**src/rtl/axi_lite_reg_slave.sv**
```systemverilog
// -----------------------------------------------------------------------------
// axi_lite_reg_slave
//
// AXI4-Lite slave that exposes NUM_REGS read/write registers of DATA_WIDTH
// bits each, on word addresses 0, 4, 8, ... Accesses at or above NUM_REGS*4
// complete with SLVERR and do not touch any register.
//
// The write address and write data channels are each captured in a one-entry
// holding latch, so AW and W may arrive in either order or together. The
// write commits on the edge where both are available. The read path is
// independent of the write path and has a single response in flight.
//
// Ports
//   ACLK, ARESETN                  clock, asynchronous active-low reset
//   AWADDR, AWVALID, AWREADY       write address channel
//   WDATA, WVALID, WREADY          write data channel
//   BRESP, BVALID, BREADY          write response channel
//   ARADDR, ARVALID, ARREADY       read address channel
//   RDATA, RRESP, RVALID, RREADY   read data channel
//   reg_q                          live register contents; register i sits at
//                                  bits [i*DATA_WIDTH +: DATA_WIDTH]
// -----------------------------------------------------------------------------
module axi_lite_reg_slave #(
  parameter int ADDR_WIDTH = 32,
  parameter int DATA_WIDTH = 32,
  parameter int NUM_REGS   = 8
) (
  input  logic                           ACLK,
  input  logic                           ARESETN,
  input  logic [ADDR_WIDTH-1:0]          AWADDR,
  input  logic                           AWVALID,
  output logic                           AWREADY,
  input  logic [DATA_WIDTH-1:0]          WDATA,
  input  logic                           WVALID,
  output logic                           WREADY,
  output logic [1:0]                     BRESP,
  output logic                           BVALID,
  input  logic                           BREADY,
  input  logic [ADDR_WIDTH-1:0]          ARADDR,
  input  logic                           ARVALID,
  output logic                           ARREADY,
  output logic [DATA_WIDTH-1:0]          RDATA,
  output logic [1:0]                     RRESP,
  output logic                           RVALID,
  input  logic                           RREADY,
  output logic [NUM_REGS*DATA_WIDTH-1:0] reg_q
);

  localparam int IDX_W = $clog2(NUM_REGS);

  typedef enum logic [1:0] {
    RESP_OKAY   = 2'b00,
    RESP_SLVERR = 2'b10
  } resp_e;

  // An address is in range when every bit above the register index is zero.
  function automatic logic in_range(input logic [ADDR_WIDTH-1:0] addr);
    return (addr >> (IDX_W + 2)) == '0;
  endfunction

  // ---------------------------------------------------------------------------
  // State
  // ---------------------------------------------------------------------------
  logic                  ready_en;   // low during reset and for the first edge after it
  logic                  aw_held;
  logic                  w_held;
  logic [ADDR_WIDTH-1:0] aw_addr_q;
  logic [DATA_WIDTH-1:0] w_data_q;
  logic [DATA_WIDTH-1:0] regs [NUM_REGS];

  // ---------------------------------------------------------------------------
  // Handshake and commit decode
  // ---------------------------------------------------------------------------
  logic                  aw_fire;
  logic                  w_fire;
  logic                  ar_fire;
  logic                  commit;
  logic [ADDR_WIDTH-1:0] wr_addr;
  logic [DATA_WIDTH-1:0] wr_data;
  logic                  wr_ok;
  logic [IDX_W-1:0]      wr_idx;
  logic [IDX_W-1:0]      rd_idx;

  assign AWREADY = ready_en && !aw_held && !BVALID;
  assign WREADY  = ready_en && !w_held  && !BVALID;
  assign ARREADY = ready_en && !RVALID;

  assign aw_fire = AWVALID && AWREADY;
  assign w_fire  = WVALID  && WREADY;
  assign ar_fire = ARVALID && ARREADY;

  // A channel arriving this edge is used directly, so the commit does not
  // wait an extra cycle for the latch to fill.
  assign wr_addr = aw_held ? aw_addr_q : AWADDR;
  assign wr_data = w_held  ? w_data_q  : WDATA;
  assign commit  = (aw_held || aw_fire) && (w_held || w_fire) && !BVALID;
  assign wr_ok   = in_range(wr_addr);
  assign wr_idx  = wr_addr[IDX_W+1:2];
  assign rd_idx  = ARADDR[IDX_W+1:2];

  // ---------------------------------------------------------------------------
  // Write channel: holding latches and response
  // ---------------------------------------------------------------------------
  // NOTE: sequential state uses non-blocking assignments so every flop samples
  // pre-edge values; this is what lets a same-edge read see the old register.
  always_ff @(posedge ACLK or negedge ARESETN) begin
    if (!ARESETN) begin
      ready_en  <= 1'b0;
      aw_held   <= 1'b0;
      w_held    <= 1'b0;
      aw_addr_q <= '0;
      w_data_q  <= '0;
      BVALID    <= 1'b0;
      BRESP     <= RESP_OKAY;
    end else begin
      ready_en <= 1'b1;
      if (commit) begin
        aw_held <= 1'b0;
        w_held  <= 1'b0;
        BVALID  <= 1'b1;
        BRESP   <= wr_ok ? RESP_OKAY : RESP_SLVERR;
      end else begin
        if (aw_fire) begin
          aw_held   <= 1'b1;
          aw_addr_q <= AWADDR;
        end
        if (w_fire) begin
          w_held   <= 1'b1;
          w_data_q <= WDATA;
        end
        if (BVALID && BREADY) begin
          BVALID <= 1'b0;
        end
      end
    end
  end

  // ---------------------------------------------------------------------------
  // Register file
  // ---------------------------------------------------------------------------
  // NOTE: the register file is cleared by reset because software relies on
  // known power-up values; it is a bank of flops, not a RAM, so this is free
  // of the usual memory-reset restrictions.
  always_ff @(posedge ACLK or negedge ARESETN) begin
    if (!ARESETN) begin
      for (int i = 0; i < NUM_REGS; i++) begin
        regs[i] <= '0;
      end
    end else if (commit && wr_ok) begin
      regs[wr_idx] <= wr_data;
    end
  end

  for (genvar gi = 0; gi < NUM_REGS; gi++) begin : g_pack
    assign reg_q[gi*DATA_WIDTH +: DATA_WIDTH] = regs[gi];
  end

  // ---------------------------------------------------------------------------
  // Read channel
  // ---------------------------------------------------------------------------
  always_ff @(posedge ACLK or negedge ARESETN) begin
    if (!ARESETN) begin
      RVALID <= 1'b0;
      RDATA  <= '0;
      RRESP  <= RESP_OKAY;
    end else if (ar_fire) begin
      RVALID <= 1'b1;
      if (in_range(ARADDR)) begin
        RDATA <= regs[rd_idx];
        RRESP <= RESP_OKAY;
      end else begin
        RDATA <= '0;
        RRESP <= RESP_SLVERR;
      end
    end else if (RVALID && RREADY) begin
      RVALID <= 1'b0;
    end
  end

endmodule

```
**config.mk**
```make
export PLATFORM = sky130hd
export DESIGN_NAME = axi_lite_reg_slave
export DESIGN_NICKNAME = d
export VERILOG_FILES = /design/src/rtl/axi_lite_reg_slave.sv
export SDC_FILE = /design/constraint.sdc
export NUM_CORES = 1
export LEC_CHECK = 0
export ABC_AREA = 1
export CAP_MARGIN = 10
export CORE_MARGIN = 2
export CORE_UTILIZATION = 50
export CTS_CLUSTER_DIAMETER = 60
export DETAILED_ROUTE_END_ITERATION = 16
export PLACE_DENSITY = 0.8
export REMOVE_ABC_BUFFERS = 1
export SYNTH_ARGS = -nofsm -noshare
export SYNTH_HDL_FRONTEND = slang
export SYNTH_SLANG_ARGS = --single-unit
```
**constraint.sdc**
```tcl
create_clock -name ACLK -period 3.25 [get_ports ACLK]
set_input_delay 0.4875 -clock ACLK [delete_from_list [all_inputs] [get_ports ACLK]]
set_output_delay 0.4875 -clock ACLK [all_outputs]
set_load 0.01 [all_outputs]
```
==> results.md, run 1 <==
* Outcome: finished, violations left
* Violated checks: hold timing
* Worst setup EP type: flop
* Die Area at 0.0363 mm²
* Vias at 18,100
* Die Height at 190 µm
* Slowest CP cell: dfrtp_1
* RSZ-0062 raised after global routing: false
* CTS Buf Count at 40
* Crit Path Category: flop to flop
* Max FO, Critical Path at 79
* # DRC at 0
* Area Growth Syn to Fin at 32.6%
* CTS tree: done
* Number of antenna diodes at 0
* Final Util at 67.1%
* Worst EP required at 3.66 ns
* Routability cong. at 0.869
* Crit path cell chain: inv_2 > nand2_2 > nor3b_1 > nor2_1 > nor2_4 > buf_12 > nand3_2 > buf_4 > nand2_1 > nand2_1
* Commonest non-fill, non-tap cell in the layout: nand2_1
* Cts hold-fix bufs at 0
* Top-area cell type share of the netlist area at 51.4%
* Clock Tree Buf Depth at 3
* Fmax at 411 MHz
* # H-tree levels at 2
* Crit path time final at 2.43 ns
* Number of global-route vias before repair at 17,500
* Slew headroom at 32.7%
* Largest net degree at the start of global routing at 127
* Starting DRT DRC Count at 2,213
* Syn Inst Count at 2,227
* Sink Count at 357
* Seq/Total Area, Yosys at 51.4%
* Nets at 2,646
* Setup bufs post-CTS at 0
* Commonest non-fill, non-tap cells in the layout: nand2_1, clkdlybuf4s50_1, dfrtp_1
* Startpoint types: flop
* Post-synthesis cell type count at 35
* Starting Density at 50.6%
* Leak at 11.4 nW
* R2R Path Start: BVALID
* GR Overflow Total at 0
* Avg WL per Cell at 21.8 µm
* Synthesized area at 0.0174 mm²
* Final Slew Violations at 0
* GRT Util Overall at 35.9%
* Root Driver: clkbuf_16
* VDD IR max at 0.692 mV
* Post-synthesis cell type with the largest combined area: dfrtp_1
* Syn_area_per_cell at 7.80 µm²
* Slowest Stage Delay on Critical Path at 0.39 ns
* Chip width at 190 µm
* Worst Path Arrival at 2.84 ns
* DP Worst Slack at 0.557 ns
* Max-cap violations at 0
* CP Launch Point: BVALID
* Vias/cell at 5.99
* Tcrit/Tclk final at 74.8%
* WL final at 66,100 µm
* IO Pins at 400
* Clock transition at path regs at 0.06 ns
* Pwr/cell area at 577 mW/mm²
* Setup ws final at 0.818 ns
* ANT nets after route at 0
* Least-Margin Pin Slew at 1.01 ns
* Share of cells above drive strength 1 at 6.10%
* Hpwl dp at 41,800 µm
* Tot Pwr at 0.0133 W
* Yosys reg bits at 357
* Skew final at 0.0145 ns
* Core ar. at 0.0344 mm²
* CP dominant cell by count: nand2_1
* First-pass GRT wire length at 100,000 µm
* Final hold slack at -0.0403 ns
* Row cnt at 68
* Post-CTS sizing at 0
* Final hold vios at 24
* Worst-Skew Late Latency at 0.53 ns
* Fill count at 2,771
* Port Buffer Count at 393
* Worst r2r path cells at 10
* Top post-synthesis cells by area: dfrtp_1, nand2_1, nand4_1
* Final Setup Violations at 0
* Hold WC Path Type: input port to asynchronous set/reset pin
* Synth warn at 0
* Initial antenna violation count at 0
* Pre-antenna DRT Iters at 7
## flip-flops by register name, summed over array words and instances, names as in the netlist
register,count
BRESP,1
aw_addr_q,30
RDATA,32
w_held,1
RVALID,1
BVALID,1
ready_en,1
w_data_q,32
reg_q,256
RRESP,1
aw_held,1
## power breakdown
group	total, W	internal [W]	switching [W]
Clock	0.00455	0.00274	0.00181
Combinational	0.00371	0.000863	0.00285
Sequential	0.00505	0.00484	0.000208
Total	0.0133	0.00844	0.00486
## per-layer routing
metal / GRT usage (%) / vias up / wire length [µm]
met4: 17.8 / 0 / 3530
met2: 57.0 / 1301 / 30000
met3: 8.56 / 276 / 8590
met1: 46.2 / 8521 / 23900
li1: - / 8045 / -
met5: 0 / - / 0
## path summary, 6_finish.rpt
kind | to | slack, ns
min in group ACLK | aw_addr_q[2] | 0.46
worst max register to register | reg_q[20] | 0.82
worst max-delay path | reg_q[20] | 0.82
worst min register to register | aw_addr_q[2] | 0.46
worst min-delay path | RDATA[23] | -0.04
max in group asynchronous | reg_q[158] | 2.23
## worst max-delay path: cells and delay by family, from the launching register on
| family | cells | cell delay [ns] |
|---|---|---|
| buffers and inverters | 3 | 0.71 |
| DFF | 1 | 0.39 |
| and+or+nand+nor | 7 | 1.11 |
## Yosys cell counts (all sizes together)
cell / n
and2: 4
nand3: 30
buf: 111
nand4: 258
a21o: 1
nand2: 831
nand3b: 1
nor4: 3
o21ai: 173
conb: 2
or2: 2
dfrtp: 357
nor3b: 1
clkbuf: 71
clkinv: 1
a21oi: 34
inv: 79
nor2: 203
nor3: 3
o22ai: 62
## metrics by stage
stage	instance area (µm²)	TNS, ns	instances	hold WS (ns)
finish	23100	0	3027	-0.0403
global route	23100	0	3027	0.0283
CTS	23100	0	3027	0.00669
detailed placement	21700	0	2956	0.452
global placement	21700	0	2956	0.446
floorplan	16500	-862.00	2046	0.192
## cell type report
cell class	instances	area (µm²)	share of cell area, %
Tap cell	455	569	2.47
Clock buffer	66	1230	5.33
Inverter	80	305	1.32
Timing Repair Buffer	455	4550	19.8
Multi-Input combinational cell	1609	7370	32.0
Sequential cell	357	8930	38.8
Clock inverter	5	88.8	0.385
## cells by family after synthesis
kind of cell | count (synthesis) | share of synthesized area [%]
AOI/OAI and AO/OA | 270 | 8.32
buffers and inverters | 262 | 6.64
DFF | 357 | 51.4
other | 2 | 0.0432
and+or+nand+nor | 1336 | 33.6
(Power assumes the default switching activity.)
==> run 2: changes to the inputs <==
==> constraint.sdc (replaced) <==
create_clock -name ACLK -period 2.5 [get_ports ACLK]
set_input_delay 0.375 -clock ACLK [delete_from_list [all_inputs] [get_ports ACLK]]
set_output_delay 0.375 -clock ACLK [all_outputs]
set_load 0.01 [all_outputs]
==> run 2 against run 1 <==
Effect of this change:
- the flow now finishes without violations
- utilization rose by 0.77 points
- sequential power rose by 30%
- first-iteration DRC count rose by 2.3%
- register-to-register slack got worse by 0.43 ns
- sequential share of layout area fell by 0.44 points
==> results.md, run 2 (synthesis results as in run 1) <==
* Worst Path Arrival at 1.81 ns (was 2.84 ns)
* Routability cong. at 0.873 (was 0.869)
* Startpoint types: flop (unchanged)
* Die Area at 0.0363 mm² (unchanged)
* Max reg flops at 256 (unchanged)
* CTS tree: done (unchanged)
* Slew headroom at 51.9% (was 32.7%)
* Max-cap violations at 0 (unchanged)
* Area Growth Syn to Fin at 34.2% (was 32.6%)
* Worst-Skew Late Latency at 0.54 ns (was 0.53 ns)
* IO Pins at 400 (unchanged)
* Worst r2r path cells at 11 (was 10)
* Final hold vios at 0 (was 24)
* First-pass GRT wire length at 101,000 µm (was 100,000 µm)
* Largest net degree at the start of global routing at 76 (was 127)
* Slowest Stage Delay on Critical Path at 0.57 ns (was 0.39 ns)
* Starting DRT DRC Count at 2,263 (was 2,213)
* Crit path max-delay family: buffers and inverters (was simple AND/OR/NAND/NOR gates)
* Worst path depth at 4 (was 10)
* Final Slew Violations at 0 (unchanged)
* Core ar. at 0.0344 mm² (unchanged)
* Number of global-route vias before repair at 17,500 (about the same)
* Least-Margin Pin Slew at 0.721 ns (was 1.01 ns)
* Pwr/cell area at 745 mW/mm² (was 577 mW/mm²)
* Vias/cell at 6.04 (was 5.99)
* Commonest non-fill, non-tap cells in the layout: nand2_1, clkdlybuf4s50_1, dfrtp_1 (unchanged)
* VDD IR max at 0.717 mV (was 0.692 mV)
* Pre-antenna DRT Iters at 5 (was 7)
* Chip width at 190 µm (unchanged)
* Starting Density at 50.6% (unchanged)
* Worst EP required at 2.12 ns (was 3.66 ns)
* Die Height at 190 µm (unchanged)
* Crit path time final at 2.18 ns
* RSZ-0062 raised after global routing: false (unchanged)
* Skew final at 0.0234 ns (was 0.0145 ns)
* # H-tree levels at 2 (unchanged)
* # DRC at 0 (unchanged)
* Setup ws final at 0.317 ns (was 0.818 ns)
* GRT Util Overall at 36.2% (was 35.9%)
* Vias at 18,300 (was 18,100)
* ANT nets after route at 0 (unchanged)
* Final Setup Violations at 0 (unchanged)
* Port Buffer Count at 393 (unchanged)
* Share of cells above drive strength 1 at 6.51% (was 6.10%)
* Inst Count DP at 2,965 (was 2,956)
* Worst setup EP type: output pin (was flop)
* Root Driver: clkbuf_16 (unchanged)
* CP bufs+invs at 2 (was 3)
* Fmax at 458 MHz
* Hpwl dp at 41,900 µm (was 41,800 µm)
* Sink Count at 357 (unchanged)
* Hold WC Path Type: input port to asynchronous set/reset pin (unchanged)
* Finished Layout Cells at 3,035 (was 3,027)
* Row cnt at 68 (unchanged)
* Leak at 11.5 nW (was 11.4 nW)
* Crit path cell chain: inv_2 > nand2_2 > nor2_1 > clkdlybuf4s50_1 (was inv_2 > nand2_2 > nor3b_1 > nor2_1 > nor2_4 > buf_12 > nand3_2 > buf_4 > nand2_1 > nand2_1)
* Commonest non-fill, non-tap cell in the layout: nand2_1 (unchanged)
* Max FO, Critical Path at 5 (was 79)
* Avg WL per Cell at 21.8 µm (about the same)
* Setup bufs post-CTS at 0 (unchanged)
* Outcome: finished clean (was finished, violations left)
* Nets at 2,655 (was 2,646)
* Clock Tree Buf Depth at 3 (unchanged)
* Slowest CP cell: clkdlybuf4s50_1 (was dfrtp_1)
* GR Overflow Total at 0 (unchanged)
* Clock transition at path regs at 0.06 ns (about the same)
* Crit Path Category: flop to output pin (was flop to flop)
* Number of antenna diodes at 0 (unchanged)
* DP Worst Slack at 0.151 ns (was 0.557 ns)
* Final hold slack at 0.340 ns (was -0.0403 ns)
* Initial antenna violation count at 0 (unchanged)
* CTS Buf Count at 39 (was 40)
* WL final at 66,300 µm (was 66,100 µm)
* Tcrit/Tclk final at 87.3%
run 2: path summary, 6_finish.rpt:
kind | end | slack (ns) | start
setup / recovery | AWREADY | 0.32 | BVALID
hold / removal | reg_q[109] | 0.34 | ARESETN
setup reg to reg | aw_addr_q[7] | 0.39 | BVALID
hold reg to reg | aw_addr_q[2] | 0.47 | aw_addr_q[2]
max in group asynchronous | RDATA[20] | 1.17 | ARESETN
min in group ACLK | BVALID | 0.40 | BREADY
run 2: where the power goes:
group | switching [W] | total, W | internal (W)
Clock | 0.00237 | 0.00581 | 0.00344
Sequential | 0.000273 | 0.00656 | 0.00629
Combinational | 0.00370 | 0.00499 | 0.00128
Total | 0.00635 | 0.0174 | 0.0110
run 2: cell type report:
type	instances	area, µm²
Timing Repair Buffer	465	4860
Fill cell	2756	11100
Clock buffer	61	1180
Sequential cell	357	8930
Clock inverter	8	101
Inverter	80	305
Multi-Input combinational cell	1609	7370
Tap cell	455	569
run 2: worst register-to-register path: cells and delay by family (launching register included):
kind / cells / cell delay (ns)
compound gates: 1 / 0.09
buf+inv: 4 / 0.66
flops: 1 / 0.40
simple gates: 6 / 0.88
run 2: routing by layer:
layer	vias to the layer above	GRT usage [%]	part of all wire (%)
met3	300	9.66	13
met4	0	18.7	5.4
li1	8056	-	-
met2	1325	57.6	46
met5	-	0	0
met1	8655	45.5	35
run 2: stage by stage:
stage | area [µm²] | total power (W) | TNS, ns | utilization, %
CTS | 23300 | 0.0173 | 0 | 67.8
detailed placement | 22000 | 0.0115 | 0 | 64.1
floorplan | 16500 | 0.00917 | -1112.75 | -
finish | 23300 | 0.0174 | 0 | 67.8
global placement | 22000 | 0.0113 | 0 | 64.1
global route | 23300 | 0.0180 | 0 | 67.8
run 2: repair_timing:
action                                  CTS  global route
endpoints found under the setup margin    0             0
hold buffers                              1             0
gates resized for setup                   0             0
hold endpoints to repair                 39             0
==> run 3: changes to the inputs <==
--- a/config.mk
+++ b/config.mk
@@ -7,6 +7,7 @@
 export LEC_CHECK = 0
 export ABC_AREA = 1
 export CAP_MARGIN = 10
+export CORE_ASPECT_RATIO = 0.7
 export CORE_MARGIN = 2
 export CORE_UTILIZATION = 50
 export CTS_CLUSTER_DIAMETER = 60
==> constraint.sdc (replaced) <==
create_clock -name ACLK -period 2.5 [get_ports ACLK]
set_input_delay 0.5 -clock ACLK [delete_from_list [all_inputs] [get_ports ACLK]]
set_output_delay 0.5 -clock ACLK [all_outputs]
set_load 0.01 [all_outputs]
==> run 3 against run 2 <==
Effect of this change:
- design area grew 0.33%
- worst hold slack better by 0.13 ns
- routed wire length increased by 1.4%
- utilization grew 0.076 points
- via count is 0.44% higher
- register-to-register slack got worse by 0.05 ns
- non-clock buffer count up 22
- die area is essentially flat
==> results.md, run 3 (synthesis results as in run 1) <==
* Outcome: finished clean (unchanged)
* Tcrit/Tclk final at 94.9% (was 87.3%)
* Crit path time final at 2.37 ns (was 2.18 ns)
* Slowest Stage Delay on Critical Path at 0.54 ns (was 0.57 ns)
* Leak at 11.6 nW (was 11.5 nW)
* Die Height at 160 µm (was 190 µm)
* WL final at 67,200 µm (was 66,300 µm)
* Setup TNS at 0 ns (unchanged)
* Hpwl dp at 44,300 µm (was 41,900 µm)
* Max-cap violations at 0 (unchanged)
* ANT nets after route at 0 (unchanged)
* Vias/cell at 6.00 (was 6.04)
* R2R Path Start: aw_held (was BVALID)
* Crit Path Category: flop to output pin (unchanged)
* VDD IR max at 0.510 mV (was 0.717 mV)
* Worst Path Arrival at 1.87 ns (was 1.81 ns)
* Slowest CP cell: clkdlybuf4s50_1 (unchanged)
* Inst Count DP at 3,004 (was 2,965)
* Routability cong. at 0.912 (was 0.873)
* Port Buffer Count at 393 (unchanged)
* Slew headroom at 41.9% (was 51.9%)
* GR Overflow Total at 0 (unchanged)
* Fmax at 422 MHz (was 458 MHz)
* GRT Util Overall at 36.8% (was 36.2%)
* First-pass GRT wire length at 102,000 µm (was 101,000 µm)
* Hold endpoint: aw_addr_q[2]
* Setup bufs post-CTS at 0 (unchanged)
* Root Driver: clkbuf_16 (unchanged)
* Worst EP required at 2.00 ns (was 2.12 ns)
* Initial antenna violation count at 2 (was 0)
* Hold WC Path Type: flop to flop (was input port to asynchronous set/reset pin)
* Die Area at 0.0363 mm² (about the same)
* # DRC at 0 (unchanged)
* Final Setup Violations at 0 (unchanged)
* Worst setup EP type: output pin (unchanged)
* Worst r2r path cells at 10 (was 11)
* Max reg flops at 256 (unchanged)
* Clock transition at path regs at 0.06 ns (about the same)
* Vias at 18,400 (was 18,300)
* Starting Density at 50.5% (was 50.6%)
* Avg WL per Cell at 21.9 µm (was 21.8 µm)
* Least-Margin Pin Slew at 0.866 ns (was 0.721 ns)
* Finished Layout Cells at 3,067 (was 3,035)
* Flop2flop setup slack at 0.34 ns (was 0.39 ns)
* Chip width at 227 µm (was 190 µm)
* Fill count at 2,700 (was 2,756)
* Starting DRT DRC Count at 2,421 (was 2,263)
* Max FO, Critical Path at 66 (was 5)
* Cts hold-fix bufs at 1 (unchanged)
* Number of global-route vias before repair at 17,700 (was 17,500)
* Clock Tree Buf Depth at 3 (unchanged)
* Area Growth Syn to Fin at 34.6% (was 34.2%)
* Sink Count at 357 (unchanged)
* Share of cells above drive strength 1 at 7.09% (was 6.51%)
* Row cnt at 57 (was 68)
* Startpoint types: flop (unchanged)
* Commonest non-fill, non-tap cell in the layout: nand2_1 (unchanged)
* Final hold vios at 0 (unchanged)
* Largest net degree at the start of global routing at 90 (was 76)
* Min-delay src: aw_addr_q[2]
* Worst-Skew Late Latency at 0.53 ns (was 0.54 ns)
* Post-CTS sizing at 0 (unchanged)
* CTS tree: done (unchanged)
* Crit path cell chain: buf_12 > nor2_1 > clkdlybuf4s50_1 (was inv_2 > nand2_2 > nor2_1 > clkdlybuf4s50_1)
* Final hold slack at 0.472 ns (was 0.340 ns)
* Nets at 2,675 (was 2,655)
* CP Launch Point: w_held (was BVALID)
* Skew final at 0.0126 ns (was 0.0234 ns)
* Final Slew Violations at 0 (unchanged)
* Pre-antenna DRT Iters at 6 (was 5)
* Hold path cells at 2
* # H-tree levels at 2 (unchanged)
* Crit Reg-Reg Endpoint: reg_q[191] (was aw_addr_q[7])
* CTS Buf Count at 37 (was 39)
* Commonest non-fill, non-tap cells in the layout: nand2_1, clkdlybuf4s50_1, dfrtp_1 (unchanged)
* Core ar. at 0.0344 mm² (about the same)
* IO Pins at 400 (unchanged)
* RSZ-0062 raised after global routing: false (unchanged)
* Pwr/cell area at 735 mW/mm² (was 745 mW/mm²)
==> run 3: cell count changes in the layout (fill, tap and decap cells not counted) <==
cell / before / now
buf_12: 31 / 33
buf_4: 41 / 61
bufinv_16: 2 / 1
clkbuf_1: 10 / 8
clkbuf_16: 39 / 37
clkbuf_8: 12 / 8
clkinv_2: 3 / 4
clkinvlp_4: 0 / 2
diode_2: 0 / 1
inv_6: 3 / 0
inv_8: 0 / 1
==> run 3: worst max-delay path, delay by kind of cell, from the launching register on <==
| kind | cells | cell delay [ns] |
|---|---|---|
| buf+inv | 2 | 0.75 |
| flops | 1 | 0.42 |
| simple gates | 1 | 0.15 |
==> run 3: area by class of cell <==
type / count / area [µm²] / share of cell area, %
inverter: 80 / 305 / 1.30
clock buffer: 53 / 1070 / 4.56
antenna: 1 / 2.50 / 0.0107
sequential: 357 / 8930 / 38.2
timing repair buffer: 487 / 5050 / 21.6
clock inverter: 8 / 76.3 / 0.326
tap: 472 / 591 / 2.52
multi-input combinational: 1609 / 7370 / 31.5
==> run 3: report_power, final <==
group	switching [W]	internal, W
Clock	0.00233	0.00306
Sequential	0.000277	0.00629
Combinational	0.00380	0.00143
Total	0.00641	0.0108
==> run 3: per-layer routing <==
layer | global-route usage (%) | up-vias | part of all wire [%]
met5 | 0 | - | 0
met4 | 17.3 | 0 | 4.9
met3 | 10.3 | 236 | 14
met2 | 55.3 | 1380 | 44
met1 | 49.5 | 8713 | 38
li1 | - | 8088 | -
==> run 3: worst max path at each step <==
stage,depth (start not counted),endpoint
6_report,3,WREADY
4_1_cts,3,WREADY
2_1_floorplan,5,reg_q[100]
5_1_grt,3,WREADY
3_3_place_gp,9,reg_q[28]
3_5_place_dp,8,reg_q[95]
==> run 3: metrics by stage <==
stage	worst slack, ns	total power [W]	util, %	area (µm²)
2_1_floorplan	-3.90	0.00917	-	16500
3_3_place_gp	0.119	0.0115	64.6	22200
3_5_place_dp	0.0616	0.0117	64.6	22200
4_1_cts	0.123	0.0170	67.9	23400
5_1_grt	0.0994	0.0178	67.9	23400
6_report	0.129	0.0172	67.9	23400
